[src/rtl/img2col_window_packer.sv]
// Consumer end of the img2col address stream: issues SRAM reads, captures the data one cycle
// later and packs K_R*K_S pixels into a window register, throttling the address source by credit.
module img2col_window_packer #(
   parameter int DATA_W = 8,
   parameter int ADDR_W = 16,
   parameter int K_R    = 3,
   parameter int K_S    = 3
) (
   input  logic                        clk_i,
   input  logic                        rst_async_n_i,
   input  logic                        addr_valid_i,
   output logic                        addr_ready_o,
   input  logic [ADDR_W-1:0]           addr_i,
   input  logic                        addr_last_i,
   output logic                        sram_rd_en_o,
   output logic [ADDR_W-1:0]           sram_rd_addr_o,
   input  logic [DATA_W-1:0]           sram_rd_data_i,
   output logic                        win_valid_o,
   input  logic                        win_ready_i,
   output logic [K_R*K_S*DATA_W-1:0]   win_data_o,
   output logic                        win_last_o,
   output logic                        frag_err_o
);

   localparam int KK    = K_R * K_S;
   localparam int CNT_W = $clog2(KK + 1);
   localparam logic [CNT_W-1:0] FULL_CNT  = CNT_W'(KK);
   localparam logic [CNT_W-1:0] LAST_LANE = CNT_W'(KK - 1);

   logic [CNT_W-1:0]       fill_cnt;
   logic [CNT_W:0]         occupancy;
   logic                   inflight;
   logic                   last_q;
   logic [DATA_W-1:0]      lanes [KK];
   logic [KK*DATA_W-1:0]   next_win;
   logic                   held;
   logic                   complete;
   logic                   load;
   logic                   pop;
   logic                   credit;
   logic                   accept;

   // fill_cnt == KK means a finished window is parked waiting for the output register.
   assign held      = (fill_cnt == FULL_CNT);
   assign complete  = inflight & ((fill_cnt == LAST_LANE) | last_q);
   assign pop       = win_valid_o & win_ready_i;
   assign load      = (complete | held) & (~win_valid_o | win_ready_i);
   assign occupancy = {1'b0, fill_cnt} + {{CNT_W{1'b0}}, inflight};
   assign credit    = (occupancy < (CNT_W + 1)'(KK)) | (complete & load);

   assign addr_ready_o   = rst_async_n_i & credit;
   assign accept         = addr_valid_i & addr_ready_o;
   assign sram_rd_en_o   = accept;
   assign sram_rd_addr_o = addr_i;

   // Window image: earlier lanes, the pixel arriving now, and zeros above it for a short last window.
   always_comb begin
      // NOTE: every always_comb output gets a default first so no path can infer a latch.
      next_win = '0;
      for (int n = 0; n < KK; n++) begin
         if (held || (CNT_W'(n) < fill_cnt)) begin
            next_win[n*DATA_W +: DATA_W] = lanes[n];
         end else if (CNT_W'(n) == fill_cnt) begin
            next_win[n*DATA_W +: DATA_W] = sram_rd_data_i;
         end
      end
   end

   always_ff @(posedge clk_i or negedge rst_async_n_i) begin
      // NOTE: sequential state uses non-blocking assignments only, so every flop samples pre-edge values.
      if (!rst_async_n_i) begin
         fill_cnt    <= '0;
         inflight    <= 1'b0;
         last_q      <= 1'b0;
         win_valid_o <= 1'b0;
         win_data_o  <= '0;
         win_last_o  <= 1'b0;
         frag_err_o  <= 1'b0;
      end else begin
         inflight <= accept;
         if (accept) begin
            last_q <= addr_last_i;
         end

         if (load) begin
            fill_cnt <= '0;
         end else if (complete) begin
            fill_cnt <= FULL_CNT;
         end else if (inflight) begin
            fill_cnt <= fill_cnt + 1'b1;
         end

         if (load) begin
            win_valid_o <= 1'b1;
            win_data_o  <= next_win;
            win_last_o  <= last_q;
         end else if (pop) begin
            win_valid_o <= 1'b0;
         end

         if (inflight && last_q && (fill_cnt < LAST_LANE)) begin
            frag_err_o <= 1'b1;
         end
      end
   end

   // NOTE: the assembly lanes carry no reset; fill_cnt alone decides which lanes are meaningful.
   always_ff @(posedge clk_i) begin
      if (inflight) begin
         for (int n = 0; n < KK; n++) begin
            lanes[n] <= next_win[n*DATA_W +: DATA_W];
         end
      end
   end

endmodule
[config.mk]
export PLATFORM = sky130hd
export DESIGN_NAME = img2col_window_packer
export DESIGN_NICKNAME = d
export VERILOG_FILES = /design/src/rtl/img2col_window_packer.sv
export SDC_FILE = /design/constraint.sdc
export NUM_CORES = 1
export LEC_CHECK = 0
export CORE_ASPECT_RATIO = 1.25
export CORE_MARGIN = 2
export CORE_UTILIZATION = 57
export DETAILED_ROUTE_END_ITERATION = 8
export GPL_TIMING_DRIVEN = 0
export PLACE_DENSITY = 0.86
export SETUP_SLACK_MARGIN = 0.3
export SLEW_MARGIN = 10
export SYNTH_ARGS = -nofsm -noshare
export SYNTH_HDL_FRONTEND = slang
export SYNTH_SLANG_ARGS = --single-unit
[constraint.sdc]
create_clock -name clk_i -period 7.52 [get_ports clk_i]
set_input_delay 0.752 -clock clk_i [delete_from_list [all_inputs] [get_ports clk_i]]
set_output_delay 0.752 -clock clk_i [all_outputs]
set_load 0.02 [all_outputs]
==> impl_metrics.csv <==
group,metric,value,unit
outcome,status,"finished, final reports clean",
floorplan,placementRows,44,
logic_synthesis,yosys.area.top_type_share,0.322,
placement,port_buffers,97,
logic_synthesis,avgSynthCellArea,14.8,um2
clock_tree,root_buffer,"clkbuf_16",
global_routing,grt_pass1_vias,4562,
clock_tree,cts_buffer_depth,2,
pwr,p_switching,0.00133,W
global_routing,grt_pass1_wl,24100,um
global_routing,antenna_found_initial,0,
logic_synthesis,yosysTopAreaCell,"edfxtp_1",
timing,hold_viol,0,
critical_path,critPathLaunchType,"flip-flop",
routing,drtAntennaViolNets,0,
cells_and_area,fin_util,0.735,
cells_and_area,final_nets,607,
routing,vias,4347,
placement,dpl.hpwl,10200,um
global_routing,globalRoute.totalOverflow,0,
floorplan,die_w,101,um
routing,via_per_inst,6.01,
pwr,power_frac_clock,0.221,
clock_tree,cts_resized,0,
timing,finalCritPeriodShare,0.515,
global_routing,grt_use_total,0.250,
timing,worst_clock_skew,7.96,ps
logic_synthesis,synthTopCellsByArea,"edfxtp_1 (32%), dfrtp_1 (30%), mux2_2 (9.4%)",
clock_tree,postCtsHoldBufs,0,
clock_tree,cts_tree,"yes",
routing,routedWlPerCell,21.1,um
timing,fmax,258,MHz
logic_synthesis,ys.warnings.count,0,
placement,placed_area,7910,um2
logic_synthesis,netlist_area,6720,um2
clock_tree,cts.sinks,153,
floorplan,die_area,12700,um2
timing,relSlewSlack,0.480,
logic_synthesis,synth_nets,489,
global_routing,grt_max_degree,44,
clock_tree,path_clk_slew,60,ps
timing,fin_crit,3870,ps
logic_synthesis,ys_ff_latch,153,
critical_path,arrival,3120,ps
clock_tree,clkLatencyLatePin,420,ps
logic_synthesis,yosysSeqAreaShare,0.623,
timing,rsz0062_at_grt,"false",
timing,setup-tns-final,0,ps
pwr,comb_power_share,0.427,
critical_path,required,6770,ps
cells_and_area,drive_above_1_share,0.268,
timing,whs,311,ps
critical_path,ff2ff_setup_slack,4800,ps
critical_path,path_max_fanout,38,
pwr,ir_drop,261,uV
routing,drt_iter0_markers,354,
floorplan,dieHeight,125,um
cells_and_area,final_area,8500,um2
hold_path,hold_class,"in -> async",
clock_tree,postCtsSetupRepairBufs,0,
routing,drt-total-wl,15300,um
pwr,total_power,0.00390,W
cells_and_area,n_antenna_cell,0,
logic_synthesis,yosysUniqueCellTypes,42,
pwr,switching_share,0.341,
timing,slew_violations,0,
floorplan,start_util,0.581,
run,max-cap-violations,0,
clock_tree,numCtsBuffers,17,
clock_tree,htree_levels,4,
timing,worstMarginPinSlew,778,ps
cells_and_area,syn2layout_area_growth,26.5,%
pwr,leakage,3.59,nW
timing,setup_viol_count_final,0,
routing,dr.pass1.iters,5,
pwr,p_seq_frac,0.353,
routing,drcViolationCount,0,
floorplan,core-area,11600,um2
floorplan,io_pins,122,
logic_synthesis,syn_inst,454,
placement,place_congestion,0.866,
pwr,p_int,0.00257,W
pwr,power.density,459,nW/um2
critical_path,end_kind,"output port",
critical_path,worstSetupPathType,"reg -> out",
## power groups by stage
stage / combinational, W / clock, W / sequential, W
global placement: 0.00157 / 0 / 0.00139
floorplan: 0.000850 / 0 / 0.00157
finish: 0.00166 / 0.000860 / 0.00138
CTS: 0.00166 / 0.000864 / 0.00138
global route: 0.00176 / 0.000902 / 0.00141
detailed placement: 0.00164 / 0 / 0.00139
## state kept, by name (all words and copies together) (netlist names)
name	flops
frag_err_o	1
lanes	72
win_data_o	72
win_valid_o	1
inflight	1
win_last_o	1
last_q	1
fill_cnt	4
## routing by layer
metal	wire (um)	track usage
met5	0	0
met1	6010	0.314
met3	991	0.0553
met4	384	0.101
met2	7900	0.417
## per-stage QoR
step                std cells  worst slack, ps
detailed placement        691             4090
CTS                       723             3650
floorplan                 454             3690
global placement          689             1400
finish                    723             3650
global route              723             3540
## final cells by class
class	instances	area, um2
Sequential cell	153	4190
Fill cell	737	3060
Multi-Input combinational cell	239	2150
Timing Repair Buffer	99	1010
Clock buffer	20	447
Buffer	50	340
Tap cell	138	173
Clock inverter	12	150
Inverter	12	45.0
## final timing paths
path / start / endpoint / depth (start not counted)
worst max-delay path: inflight / sram_rd_en_o / 5
worst min-delay path: rst_async_n_i / win_data_o[35] / 1
worst max register to register: fill_cnt[0] / win_data_o[7] / 7
worst min register to register: frag_err_o / frag_err_o / 1
max in group asynchronous: rst_async_n_i / win_data_o[23] / 2
min in group clk_i: frag_err_o / frag_err_o / 1
## worst max-delay path: stages, from the launching register on
cell and delay [ps]:
dfrtp_4 760, buf_12 290, clkbuf_1 340, o211ai_1 200
a31oi_1 410, clkdlybuf4s50_1 690
## synth_stat cells
cell type	number
a41oi_1	1
buf_6	3
o31ai_1	8
a21o_1	2
o21ai_0	2
buf_12	2
nand2_1	38
nor2_1	6
nor3b_2	1
o21a_2	1
o21bai_1	1
o211ai_1	1
nand2b_1	2
and3_1	1
inv_1	11
or2_2	1
o21a_1	2
mux2_4	26
mux2i_1	9
nor3_1	2
ha_1	6
and3b_1	2
nor4bb_1	1
a311oi_1	1
nor4b_2	2
nor2b_1	3
clkbuf_1	15
mux2_2	56
or3_1	2
nand3_1	8
nor2_2	1
nor4b_4	1
a211oi_1	1
buf_8	1
xor2_1	1
dfrtp_1	81
clkinv_1	1
buf_4	20
a31oi_1	3
buf_2	9
edfxtp_1	72
a22o_1	47
## layout by cell type, fill, tap and decap left out, drive strengths merged, types with 2 or more instances in the layout
| cell | netlist | layout |
|---|---|---|
| clkdlybuf4s50 | 0 | 96 |
| mux2 | 82 | 82 |
| dfrtp | 81 | 81 |
| edfxtp | 72 | 72 |
| a22o | 47 | 47 |
| nand2 | 38 | 38 |
| buf | 35 | 38 |
| clkbuf | 15 | 35 |
| inv | 11 | 11 |
| mux2i | 9 | 9 |
| nand3 | 8 | 8 |
| o31ai | 8 | 8 |
| nor2 | 7 | 7 |
| ha | 6 | 6 |
| clkinvlp | 0 | 5 |
| clkinv | 1 | 5 |
| nor2b | 3 | 3 |
| a31oi | 3 | 3 |
| bufinv | 0 | 3 |
| nor4b | 3 | 3 |
| o21a | 3 | 3 |
| a21o | 2 | 2 |
| nand2b | 2 | 2 |
| or3 | 2 | 2 |
| and3b | 2 | 2 |
| o21ai | 2 | 2 |
| nor3 | 2 | 2 |
## kinds of logic (layout without fill, tap and decap cells)
group	Yosys count	in the layout	share of synthesized area
buffers and inverters	62	193	0.0573
and+or+nand+nor	71	71	0.0553
AOI/OAI and AO/OA	70	70	0.0862
muxes	91	91	0.165
adders and majority gates	6	6	0.0112
DFF	153	153	0.623
xor gates and xnor gates	1	1	0.00130
No activity file was read; power rests on OpenSTA's default activity.
